File: config.mk
export PLATFORM = sky130hd
export DESIGN_NAME = seg7_scan_reader
export DESIGN_NICKNAME = d
export VERILOG_FILES = /design/src/rtl/seg7_scan_reader.sv
export SDC_FILE = /design/constraint.sdc
export NUM_CORES = 1
export LEC_CHECK = 0
export ABC_AREA = 1
export CELL_PAD_IN_SITES_DETAIL_PLACEMENT = 1
export CELL_PAD_IN_SITES_GLOBAL_PLACEMENT = 2
export CORE_ASPECT_RATIO = 0.75
export CORE_MARGIN = 3
export CORE_UTILIZATION = 35
export DETAILED_ROUTE_END_ITERATION = 16
export PLACE_DENSITY_LB_ADDON = 0.1
export SETUP_SLACK_MARGIN = 0.05
export SLEW_MARGIN = 20
export SYNTH_ARGS = -nofsm -noshare
export SYNTH_HDL_FRONTEND = slang
export SYNTH_SLANG_ARGS = --single-unit
File: constraint.sdc
create_clock -name CLOCK_50 -period 9.7 [get_ports CLOCK_50]
set_input_delay 1.94 -clock CLOCK_50 [delete_from_list [all_inputs] [get_ports CLOCK_50]]
set_output_delay 1.94 -clock CLOCK_50 [all_outputs]
set_load 0.02 [all_outputs]
File: src/rtl/seg7_scan_reader.sv
// Recovers a 4-digit value from a multiplexed, active-low 7-segment display scan.
// Each digit is sampled once its strobe has been stable and one-hot for SETTLE cycles.
module seg7_scan_reader #(
    parameter int SETTLE  = 4,
    parameter int TIMEOUT = 4096
) (
    input  logic        CLOCK_50,
    input  logic        RESET,
    input  logic [6:0]  seg_in,
    input  logic [3:0]  dig_sel,
    input  logic        frame_start,
    input  logic        out_ready,
    output logic        out_valid,
    output logic [15:0] value,
    output logic        err,
    output logic        timeout
);

    typedef enum logic [1:0] {IDLE, CAPTURE, HOLD} state_t;

    localparam logic [7:0]  SETTLE_C  = 8'(SETTLE);
    localparam logic [15:0] TIMEOUT_C = 16'(TIMEOUT);

    // Returns {bad, nibble}; unknown patterns decode to E and flag the frame.
    function automatic logic [4:0] decode_seg(input logic [6:0] seg);
        case (seg)
            7'b1000000: return {1'b0, 4'h0};
            7'b1111001: return {1'b0, 4'h1};
            7'b0100100: return {1'b0, 4'h2};
            7'b0110000: return {1'b0, 4'h3};
            7'b0011001: return {1'b0, 4'h4};
            7'b0010010: return {1'b0, 4'h5};
            7'b0000010: return {1'b0, 4'h6};
            7'b1111000: return {1'b0, 4'h7};
            7'b0000000: return {1'b0, 4'h8};
            7'b0010000: return {1'b0, 4'h9};
            7'b1111111: return {1'b0, 4'hF};
            default:    return {1'b1, 4'hE};
        endcase
    endfunction

    function automatic logic [1:0] sel_index(input logic [3:0] sel);
        case (sel)
            4'b0010: return 2'd1;
            4'b0100: return 2'd2;
            4'b1000: return 2'd3;
            default: return 2'd0;
        endcase
    endfunction

    state_t      state_q, state_d;
    logic [3:0]  mask_q, mask_d;
    logic        err_acc_q, err_acc_d;
    logic [15:0] tcnt_q, tcnt_d;
    logic [7:0]  scnt_q, scnt_d;
    logic [3:0]  prev_sel_q, prev_sel_d;
    logic [15:0] buf_q, buf_d;
    logic [15:0] value_q, value_d;
    logic        err_q, err_d;
    logic        timeout_q, timeout_d;

    logic        sel_stable;
    logic [7:0]  scnt_inc;
    logic [15:0] tcnt_inc;
    logic [4:0]  dec;
    logic [1:0]  idx;
    logic        cap_new;
    logic [3:0]  mask_upd;
    logic        in_capture;
    logic        frame_done;
    logic        frame_expired;

    // Shared capture-path decisions used by both the FSM and the datapath.
    always_comb begin
        in_capture    = (state_q == CAPTURE) && !frame_start;
        sel_stable    = $onehot(dig_sel) && (dig_sel == prev_sel_q);
        scnt_inc      = (scnt_q == SETTLE_C) ? scnt_q : scnt_q + 8'd1;
        tcnt_inc      = tcnt_q + 16'd1;
        dec           = decode_seg(seg_in);
        idx           = sel_index(dig_sel);
        cap_new       = in_capture && sel_stable && (scnt_q != SETTLE_C)
                        && (scnt_inc == SETTLE_C) && !mask_q[idx];
        mask_upd      = mask_q | (cap_new ? (4'b0001 << idx) : 4'b0000);
        frame_done    = in_capture && (mask_upd == 4'b1111);
        frame_expired = in_capture && !frame_done && (tcnt_inc == TIMEOUT_C);
    end

    always_ff @(posedge CLOCK_50) begin
        if (RESET) begin
            state_q <= IDLE;
        end else begin
            state_q <= state_d;
        end
    end

    always_comb begin
        state_d = state_q;
        case (state_q)
            IDLE: begin
                if (frame_start) state_d = CAPTURE;
            end
            CAPTURE: begin
                if (frame_start)        state_d = CAPTURE;
                else if (frame_done)    state_d = HOLD;
                else if (frame_expired) state_d = IDLE;
            end
            HOLD: begin
                if (out_ready) state_d = IDLE;
            end
            default: state_d = IDLE;
        endcase
    end

    always_comb begin
        out_valid = (state_q == HOLD);
        value     = value_q;
        err       = err_q;
        timeout   = timeout_q;
    end

    always_comb begin
        mask_d     = mask_q;
        err_acc_d  = err_acc_q;
        tcnt_d     = tcnt_q;
        scnt_d     = scnt_q;
        prev_sel_d = dig_sel;
        buf_d      = buf_q;
        value_d    = value_q;
        err_d      = err_q;
        timeout_d  = 1'b0;

        if (frame_start && state_q != HOLD) begin
            mask_d    = 4'b0000;
            err_acc_d = 1'b0;
            tcnt_d    = 16'd0;
            scnt_d    = 8'd0;
        end else if (state_q == CAPTURE) begin
            scnt_d = sel_stable ? scnt_inc : 8'd0;
            tcnt_d = tcnt_inc;
            mask_d = mask_upd;
            if (cap_new) begin
                buf_d[{idx, 2'b00} +: 4] = dec[3:0];
                err_acc_d                = err_acc_q | dec[4];
            end
            // The result register only changes on a completed frame.
            if (frame_done) begin
                value_d = buf_d;
                err_d   = err_acc_d;
            end
            timeout_d = frame_expired;
        end else if (state_q == HOLD && out_ready) begin
            err_d = 1'b0;
        end
    end

    always_ff @(posedge CLOCK_50) begin
        if (RESET) begin
            mask_q     <= 4'b0000;
            err_acc_q  <= 1'b0;
            tcnt_q     <= 16'd0;
            scnt_q     <= 8'd0;
            prev_sel_q <= 4'b0000;
            value_q    <= 16'hFFFF;
            err_q      <= 1'b0;
            timeout_q  <= 1'b0;
        end else begin
            mask_q     <= mask_d;
            err_acc_q  <= err_acc_d;
            tcnt_q     <= tcnt_d;
            scnt_q     <= scnt_d;
            prev_sel_q <= prev_sel_d;
            value_q    <= value_d;
            err_q      <= err_d;
            timeout_q  <= timeout_d;
        end
    end

    // Digit slots are gated by the mask, so the staging buffer needs no reset.
    always_ff @(posedge CLOCK_50) begin
        buf_q <= buf_d;
    end

endmodule

# Word-level counts from Yosys, hierarchy flattened
# Index checks and enable logic that the tools add are counted.
dict set report classes {
  n_lt_le_gt_ge 1
  n_reduce_logical 23
  eq_ne 27
  shift 3
  muxes 19
  n_bitwise 4
  n_addsub 6
}
# op n
set ops {}
lappend ops {{one-hot mux 5 bit (11 select lines)} 1}
lappend ops {{equality test 7 bit, second input constant} 4}
lappend ops {{equality test 7 x 5 -> 1 bit, second input constant} 3}
lappend ops {{adder 16 x 1 -> 16 bit, second input constant} 1}
lappend ops {{bitwise mux 16 bit} 1}
lappend ops {{equality test 16 x 13 -> 1 bit, second input constant} 1}
lappend ops {{equality test 8 x 3 -> 1 bit, second input constant} 2}
lappend ops {{2-to-1 mux 16 bit} 1}
lappend ops {{2-to-1 mux 8 bit} 2}
lappend ops {{variable shift 4 x 6 -> 16 bit, first input constant} 1}
lappend ops {{variable part select 4 x 6 -> 16 bit} 1}
lappend ops {{equality test 7 x 6 -> 1 bit, second input constant} 2}
lappend ops {{one-hot mux 2 bit (3 select lines)} 2}
lappend ops {{logical AND 1 bit} 11}
lappend ops {{2-to-1 mux 2 bit} 5}
lappend ops {{AND reduction 3 bit} 3}
lappend ops {{adder 8 x 1 -> 8 bit, second input constant} 1}
lappend ops {{equality test 4 bit, second input constant} 2}
lappend ops {{inequality test 2 bit, second input constant} 4}
lappend ops {{inequality test 8 x 3 -> 1 bit, second input constant} 1}
lappend ops {{equality test 7 x 2 -> 1 bit, second input constant} 1}
lappend ops {{zero test 7 bit} 1}
lappend ops {{negator 4 -> 6 bit} 1}
lappend ops {{2-to-1 mux 1 bit} 5}
lappend ops {{22 further kinds} 26}
dict set report totals {
  input_bits 15
  reg_bits 69
}

# Logic depth before layout (Yosys ltp)
dict set report logic_depth {
  depth_word 19
  ltp_mapped 18
  mapped_depth_nobuf 18
}

# Least setup slack after synthesis
# OpenSTA, ideal clock, no wires.
dict set report synth_timing {
  kind {in2reg}
  start {input port dig_sel[0]}
  end {register value_q[11], in the netlist value[11]}
  path_stages 18
  setup_time_ps 116
  required_ps 9584
  setup_slack_ps 5009
  arrival_time_ps 4575
  cell_sequence {inv_1 > fa_1 > inv_1 > ha_1 > ha_1 > nor3_1 > nand3_1 > nor2_1 > nand3_1 > nor2_4 > nand3_1 > nand2_1 > nand2_2 > nor2_8 > nand2_4 > buf_6 > a21oi_2 > nand2_1}
}
dict set report synth_between {
  elab_chain_len 13
  elab_cells_between_ends 27
}
# element line_no
set synth_rtl {}
lappend synth_rtl {{start, declared} 10} ;# input logic [3:0] dig_sel,
lappend synth_rtl {{adder 1 x 1 -> 2 bit (implied by the code)} 76} ;# sel_stable = $onehot(dig_sel) && (dig_sel == prev_sel_q);
lappend synth_rtl {{adder 2 x 2 -> 3 bit (implied by the code)} 76}
lappend synth_rtl {{equality test 3 x 1 -> 1 bit} 76}
lappend synth_rtl {{logical AND 1 bit} 76}
lappend synth_rtl {{logical AND 1 bit (2 in a row)} 81} ;# cap_new = in_capture && sel_stable && (scnt_q != SETTLE_C)
lappend synth_rtl {{logical AND 1 bit (2 in a row)} 82} ;# && (scnt_inc == SETTLE_C) && !mask_q[idx];
lappend synth_rtl {{2-to-1 mux 4 bit} 83} ;# mask_upd = mask_q | (cap_new ? (4'b0001 << idx) : 4'b0000);
lappend synth_rtl {{OR 4 bit} 83}
lappend synth_rtl {{equality test 4 bit} 84} ;# frame_done = in_capture && (mask_upd == 4'b1111);
lappend synth_rtl {{logical AND 1 bit} 84}
lappend synth_rtl {{AND reduction 3 bit (no line)} -}
lappend synth_rtl {{end signal, assigned} 172} ;# value_q <= value_d;
lappend synth_rtl {{end, declared} 58} ;# logic [15:0] value_q, value_d;
# Parallel ways exist; a longest one is shown, timed or not. The select of a mux whose other input is x is not followed.
# A chain may end at the register's enable or synchronous reset.

# Final worst setup path
dict set report layout_timing {
  start {input port dig_sel[3]}
  end {register value_q[7], in the netlist value[7]}
}
# The elaborated chain is that of the path after synthesis.

==> summary.txt <==
Status
  • Status: complete, no violations

Floorplanning
  • Die Y: 95.4 microns
  • Std-Cell Core Area: 10,000 sq um
  • Initial Util: 37.3%
  • FP Rows: 31
  • Width of the die: 125 microns
  • I/O pin count: 34
  • Die area: 11,900 sq um

Synth
  • Distinct cells, synth: 33
  • Seq/Total Area, Yosys: 41.3%
  • Synth top area cells: dfxtp_1 28%, edfxtp_1 13%, nand2_1 13%
  • Synth warnings: 0
  • Dominant cell type by area after synthesis: dfxtp_1
  • Mapped Cells: 516
  • Netlist Area Pre-Place: 3730 sq um
  • Post-synth top area share: 28.5%
  • Syn nets: 544
  • Synthesized area per cell: 7.23 sq um
  • Flops & latches, synth: 69

Cells and area
  • Ratio of cells with drive above 1 in the final layout: 5.94%
  • Synth-to-Final Area Change: 22.0%
  • FILL cells: 1,272
  • Antenna diodes: 0
  • Nets: 579
  • Core Util, Final: 45.5%

Hold path
  • Hold path start: value[4]
  • Sink of the worst hold path: value[4]
  • Min-delay worst type: register to register
  • Number of cells on the worst hold path: 2

Detailed routing
  • Starting DRC count in detailed routing: 163
  • Routed WL per cell: 14.2 microns
  • # DRC: 0
  • Detailed Route WL: 9760 microns
  • Vias: 3,384
  • Detail Route Antenna Nets: 0
  • DR vias/cell: 4.92
  • Iteration count of the initial detailed-routing pass: 4

CTS
  • CTS Hold Bufs: 0
  • Clk slew on worst S/H paths: 0.06 ns
  • Longest Clk Path Bufs: 2
  • CTS tree: done
  • Clock sinks: 69
  • # Post-CTS Setup Buffers: 0
  • Post-cts resize count: 0
  • Clock Root Buffer: clkbuf_16
  • H-Tree Depth: 3
  • Num CTS Buffers: 9
  • Worst-Skew Late Latency: 0.33 ns

Worst setup path
  • Top delay family on crit path: simple AND/OR/NAND/NOR gates
  • CP cell instances: clkdlybuf4s50_1 > inv_1 > fa_1 > inv_1 > ha_1 > ha_1 > nor3_1 > nand3_1 > nor2_1 > nand3_1 > nor2_4 > nand3_1 > nand2_1 > nand2_1 > nor2_8 > nand2_4 > a21oi_1 > nand2_1
  • Crit Reg-Reg Endpoint: value[7]
  • Worst EP required: 9.92 ns
  • CP Capture Type: register
  • Peak fanout along the critical path: 19
  • CP max stage delay: 0.55 ns
  • Reg2Reg Launch Point: state_q[1]
  • Worst R2R Path Depth: 16
  • WP depth: 18
  • Critical path startpoint: dig_sel[3]
  • Crit start category: primary input
  • R2R Setup Slk: 6.62 ns
  • CP bufs+invs: 3
  • WS Path Type: primary input to register
  • Critical path's slowest cell: clkdlybuf4s50_1
  • Crit path DAT: 5.59 ns

STA
  • Final Hold Viols: 0
  • Peak Freq: 0.186 GHz
  • Fin. max-slew vios: 0
  • Final min period: 5.37 ns
  • Hold slack: 0.460 ns
  • Slew Limit Headroom: 43.0%
  • Final worst-path cycle share: 55.3%
  • Setup TNS: 0 ns
  • Setup violations, final: 0
  • Worst-margin pin slew: 0.848 ns
  • RSZ-0062 raised after global routing: false
  • Setup Skew: 0.00451 ns

Global route
  • Initial antenna violation count: 0
  • Gr ovfl total: 0
  • Vias in the first global route: 3,348
  • Global Route Usage Sum: 17.2%
  • Largest net degree at the start of global routing: 36
  • First-pass GRT wire length: 16,600 microns

Power
  • Pwr Density: 164 nW/um^2
  • P_leak: 2.00 nW
  • Worst VDD drop: 0.0775 mV

Placement
  • Port Buffers: 33
  • Global placement routability congestion: 0.788
  • DPL Wire Length: 7390 microns

Job
  • Max cap viols: 0
==> power by group <==
group / switching (mW) / total [mW] / internal [mW] / leakage (nW)
Combinational: 0.0333 / 0.0497 / 0.0165 / 1.25
Sequential: 0.00322 / 0.302 / 0.299 / 0.577
Clock: 0.132 / 0.393 / 0.261 / 0.175
==> kinds of logic after synthesis <==
logic type / after synthesis / share of synthesized area [%]
adder cells (fa/ha/maj): 13 / 4.56
AND/OR/NAND/NOR: 278 / 33.4
buffers and inverters: 78 / 8.09
AO/OA/AOI/OAI: 62 / 8.89
XOR/XNOR: 16 / 3.76
flip-flops: 69 / 41.3
==> worst max-delay path by stage <==
stage                      endpoint  slack, ns
after floorplan           value[11]       5.01
after global placement     value[7]       4.14
after detailed placement   value[9]       3.97
after CTS                  value[9]       4.31
after global routing       value[7]       3.93
final                      value[7]       4.33
==> worst min-delay path, delay by kind of cell, from the launching register on <==
kind	cells	cell delay, ns
flip-flops	1	0.32
AND/OR/NAND/NOR	2	0.10
==> layout make-up <==
type                       instances  area (sq um)  share of cell area, %
clock buffer                      10           239                   5.25
clock inverter                     6           119                   2.61
inverter                          67           251                   5.53
multi-input combinational        369          1890                   41.5
sequential                        69          1540                   33.9
tap                              132           165                   3.63
timing repair buffer              35           345                   7.59
==> Yosys cell counts <==
| cell | instances |
|---|---|
| nand2_1 | 126 |
| inv_1 | 66 |
| nand3_1 | 66 |
| dfxtp_1 | 53 |
| nor2_1 | 49 |
| a21oi_1 | 37 |
| o21ai_0 | 18 |
| edfxtp_1 | 16 |
| xor2_1 | 15 |
| nor3_1 | 13 |
| ha_1 | 12 |
| clkbuf_1 | 8 |
| nand4_1 | 7 |
| nand3b_1 | 3 |
| o211ai_1 | 3 |
| a21oi_2 | 2 |
| nand2_2 | 2 |
| nand3_2 | 2 |
| nor2_2 | 2 |
| nor2_4 | 2 |
| nor4_1 | 2 |
| buf_1 | 1 |
| buf_2 | 1 |
| buf_6 | 1 |
| fa_1 | 1 |
| inv_2 | 1 |
| nand2_4 | 1 |
| nor2_8 | 1 |
| nor3b_1 | 1 |
| o2111ai_1 | 1 |
| o21a_1 | 1 |
| or2_2 | 1 |
| xnor2_1 | 1 |
==> state kept, by name, summed over array words and instances, names as in the netlist <==
name and flops:
scnt_q 8, timeout 1, buf_q 16, state_q 2, err 1, value 16
prev_sel_q 4, tcnt_q 16, mask_q 4, err_acc_q 1
==> stage by stage <==
step           setup slack, ns  power [mW]  std cells  cell area (sq um)
2_1_floorplan             5.01       0.339        516               3730
3_3_place_gp              4.14       0.357        672               4190
3_5_place_dp              3.97       0.359        672               4190
4_1_cts                   4.31       0.753        688               4550
5_1_grt                   3.93       0.774        688               4550
6_report                  4.33       0.745        688               4550
==> metal layers <==
metal / global-route usage (%) / up-vias / wire (microns) / part of all wire [%]
li1: - / 1750 / - / -
met1: 24.2 / 1595 / 5290 / 54
met2: 26.3 / 33 / 4070 / 42
met3: 4.31 / 6 / 305 / 3.1
met4: 4.87 / 0 / 94 / 0.96
met5: 0 / - / 0 / 0
==> layout by cell type (no fill, tap or decap), types with 7 or more instances in the layout <==
| cell type | count |
|---|---|
| clkbuf_16 | 9 |
| clkdlybuf4s50_1 | 33 |
| nand3_1 | 66 |
| nor2_1 | 48 |
| nor3_1 | 13 |
| nand2_1 | 126 |
| xor2_1 | 15 |
| a21oi_1 | 37 |
| o21ai_0 | 18 |
| inv_1 | 66 |
| dfxtp_1 | 53 |
| ha_1 | 12 |
| edfxtp_1 | 16 |
| nand4_1 | 7 |
(Power assumes the default switching activity.)
==> variant: new RTL, config.mk and constraints unchanged <==
Encoding of `state_t`: now one-hot (3 bits for 3 states).
--- a/src/rtl/seg7_scan_reader.sv
+++ b/src/rtl/seg7_scan_reader.sv
@@ -17,5 +17,5 @@
 );
 
-    typedef enum logic [1:0] {IDLE, CAPTURE, HOLD} state_t;
+    typedef enum logic [2:0] {IDLE = 3'b001, CAPTURE = 3'b010, HOLD = 3'b100} state_t;
 
     localparam logic [7:0]  SETTLE_C  = 8'(SETTLE);
Formal check against the unedited RTL: same outputs for any inputs over 10 cycles, from zero or initial values and one cycle with RESET high; not proved beyond that.
==> variant against the unedited design <==
- final cell count increased by 3.6%
- final area up 1.3%
- critical path type unchanged
- setup slack better by 0.016 ns
- sequential cell count rose by 1
- maximum frequency is 0.29% higher
- core utilization fell by 1.5 points
- area after synthesis is 2.9% higher
- total power fell by 5.7%
- sequential share of layout area barely moved
- wire length increased by 3.1%
==> variant: results (changes against the unedited design) <==
I/O Buffers=33 (unchanged); Area contributors post-synth=dfxtp_1 28%, nand2_1 14%, edfxtp_1 13%, nand3_1 8.7%, inv_1 7.2% (was dfxtp_1 28%, edfxtp_1 13%, nand2_1 13%, nand3_1 8.9%, inv_1 6.6%); Psw=0.184 mW (was 0.168 mW); met3 wire len=440 um (was 305 um); crit-path leading delay family=simple AND/OR/NAND/NOR gates (unchanged); post-synthesis cell type count=36 (was 33); WL met1=5.44 mm (was 5.29 mm); largest net degree at the start of global routing=36 (unchanged); final clock skew=0.00627 ns (was 0.00451 ns); GR Util All Layers=17.6% (was 17.2%); total wire length=10.1 mm (was 9.76 mm); Mapped Cells=537 (was 516); Crit Path Max Fanout=19 (unchanged); Design Power=0.702 mW (was 0.745 mW); leakage power=2.04 nW (was 2.00 nW); met2 usage=25.2% (was 26.3%); Vias=3459 (was 3384); Max-slew headroom=40.2% (was 43.0%); share of cells above drive strength 1=5.89% (was 5.94%); comb pwr=0.0629 mW (was 0.0497 mW); Post-synth top cells=138 x nand2_1, 74 x inv_1, 67 x nand3_1, 54 x dfxtp_1, 44 x nor2_1 (was 126 x nand2_1, 66 x inv_1, 66 x nand3_1, 53 x dfxtp_1, 49 x nor2_1); Critical Path AT=5.57 ns (was 5.59 ns); share of the yosys chip area belonging to registers=40.7% (was 41.3%); WL met2=4.13 mm (was 4.07 mm); max incr delay on CP=0.58 ns (was 0.55 ns); fillers=1349 (was 1272); FFs & Latches=70 (was 69); Clock Network Area Fraction=6.57% (was 7.87%); met1 GRT Util=25.9% (was 24.2%); hold_sp=value[0]$_SDFFE_PP1P_ (was value[4]$_SDFFE_PP1P_); maximum VDD drop=123 uV (was 77.5 uV); buffering overhead=7.66% (was 7.59%); Logic inverters=77 (was 67); cell count after placement=697 (was 672); global-route wire length before repair=17.7 mm (was 16.6 mm); Detailed Place HPWL=7.56 mm (was 7.39 mm); sequential cell area share=33.9% (about the same); Non-CTS buffers=36 (was 35); vias in the first global route=3622 (was 3348); nets@finish=600 (was 579); detailed router's first-iteration violation count=164 (was 163); fraction of registers with async set/reset=0% (unchanged); multi-input combinational cell area=0.00193 mm2 (was 0.00189 mm2); Avg Vias per Cell=4.85 (was 4.92); GP Congestion=0.751 (was 0.788); outcome=complete, no violations (unchanged); DR top layer=met4 (unchanged); Multi-In Gates=378 (was 369); M3 GR Usage=5.02% (was 4.31%); Reg power frac=44.0% (was 40.6%); Mapped Nets=565 (was 544)
[variant: path summary, 6_finish.rpt]
check	end	slack [ns]	depth (start not counted)
max reg2reg	value[10]$_SDFFE_PP1P_	6.48	13
min	value[0]$_SDFFE_PP1P_	0.46	2
max	value[10]$_SDFFE_PP1P_	4.35	20
min reg2reg	value[0]$_SDFFE_PP1P_	0.46	2
[variant: metrics by stage]
step	setup slack, ns	util (%)	area (um2)	hold WS (ns)
after global routing	3.95	43.9	4610	0.500
after detailed placement	3.98	41.0	4300	0.449
after CTS	4.34	43.9	4610	0.466
final	4.35	43.9	4610	0.459
after global placement	4.09	41.0	4300	0.443
after floorplan	5.09	-	3830	0.456
[variant: kinds of logic after synthesis]
logic type / count (synthesis) / share of synthesized area (%)
AND/OR/NAND/NOR: 285 / 33.0
buffers and inverters: 89 / 8.94
flip-flops: 70 / 40.7
AO/OA/AOI/OAI: 61 / 8.55
XOR/XNOR: 19 / 4.34
adder cells (fa/ha/maj): 13 / 4.44
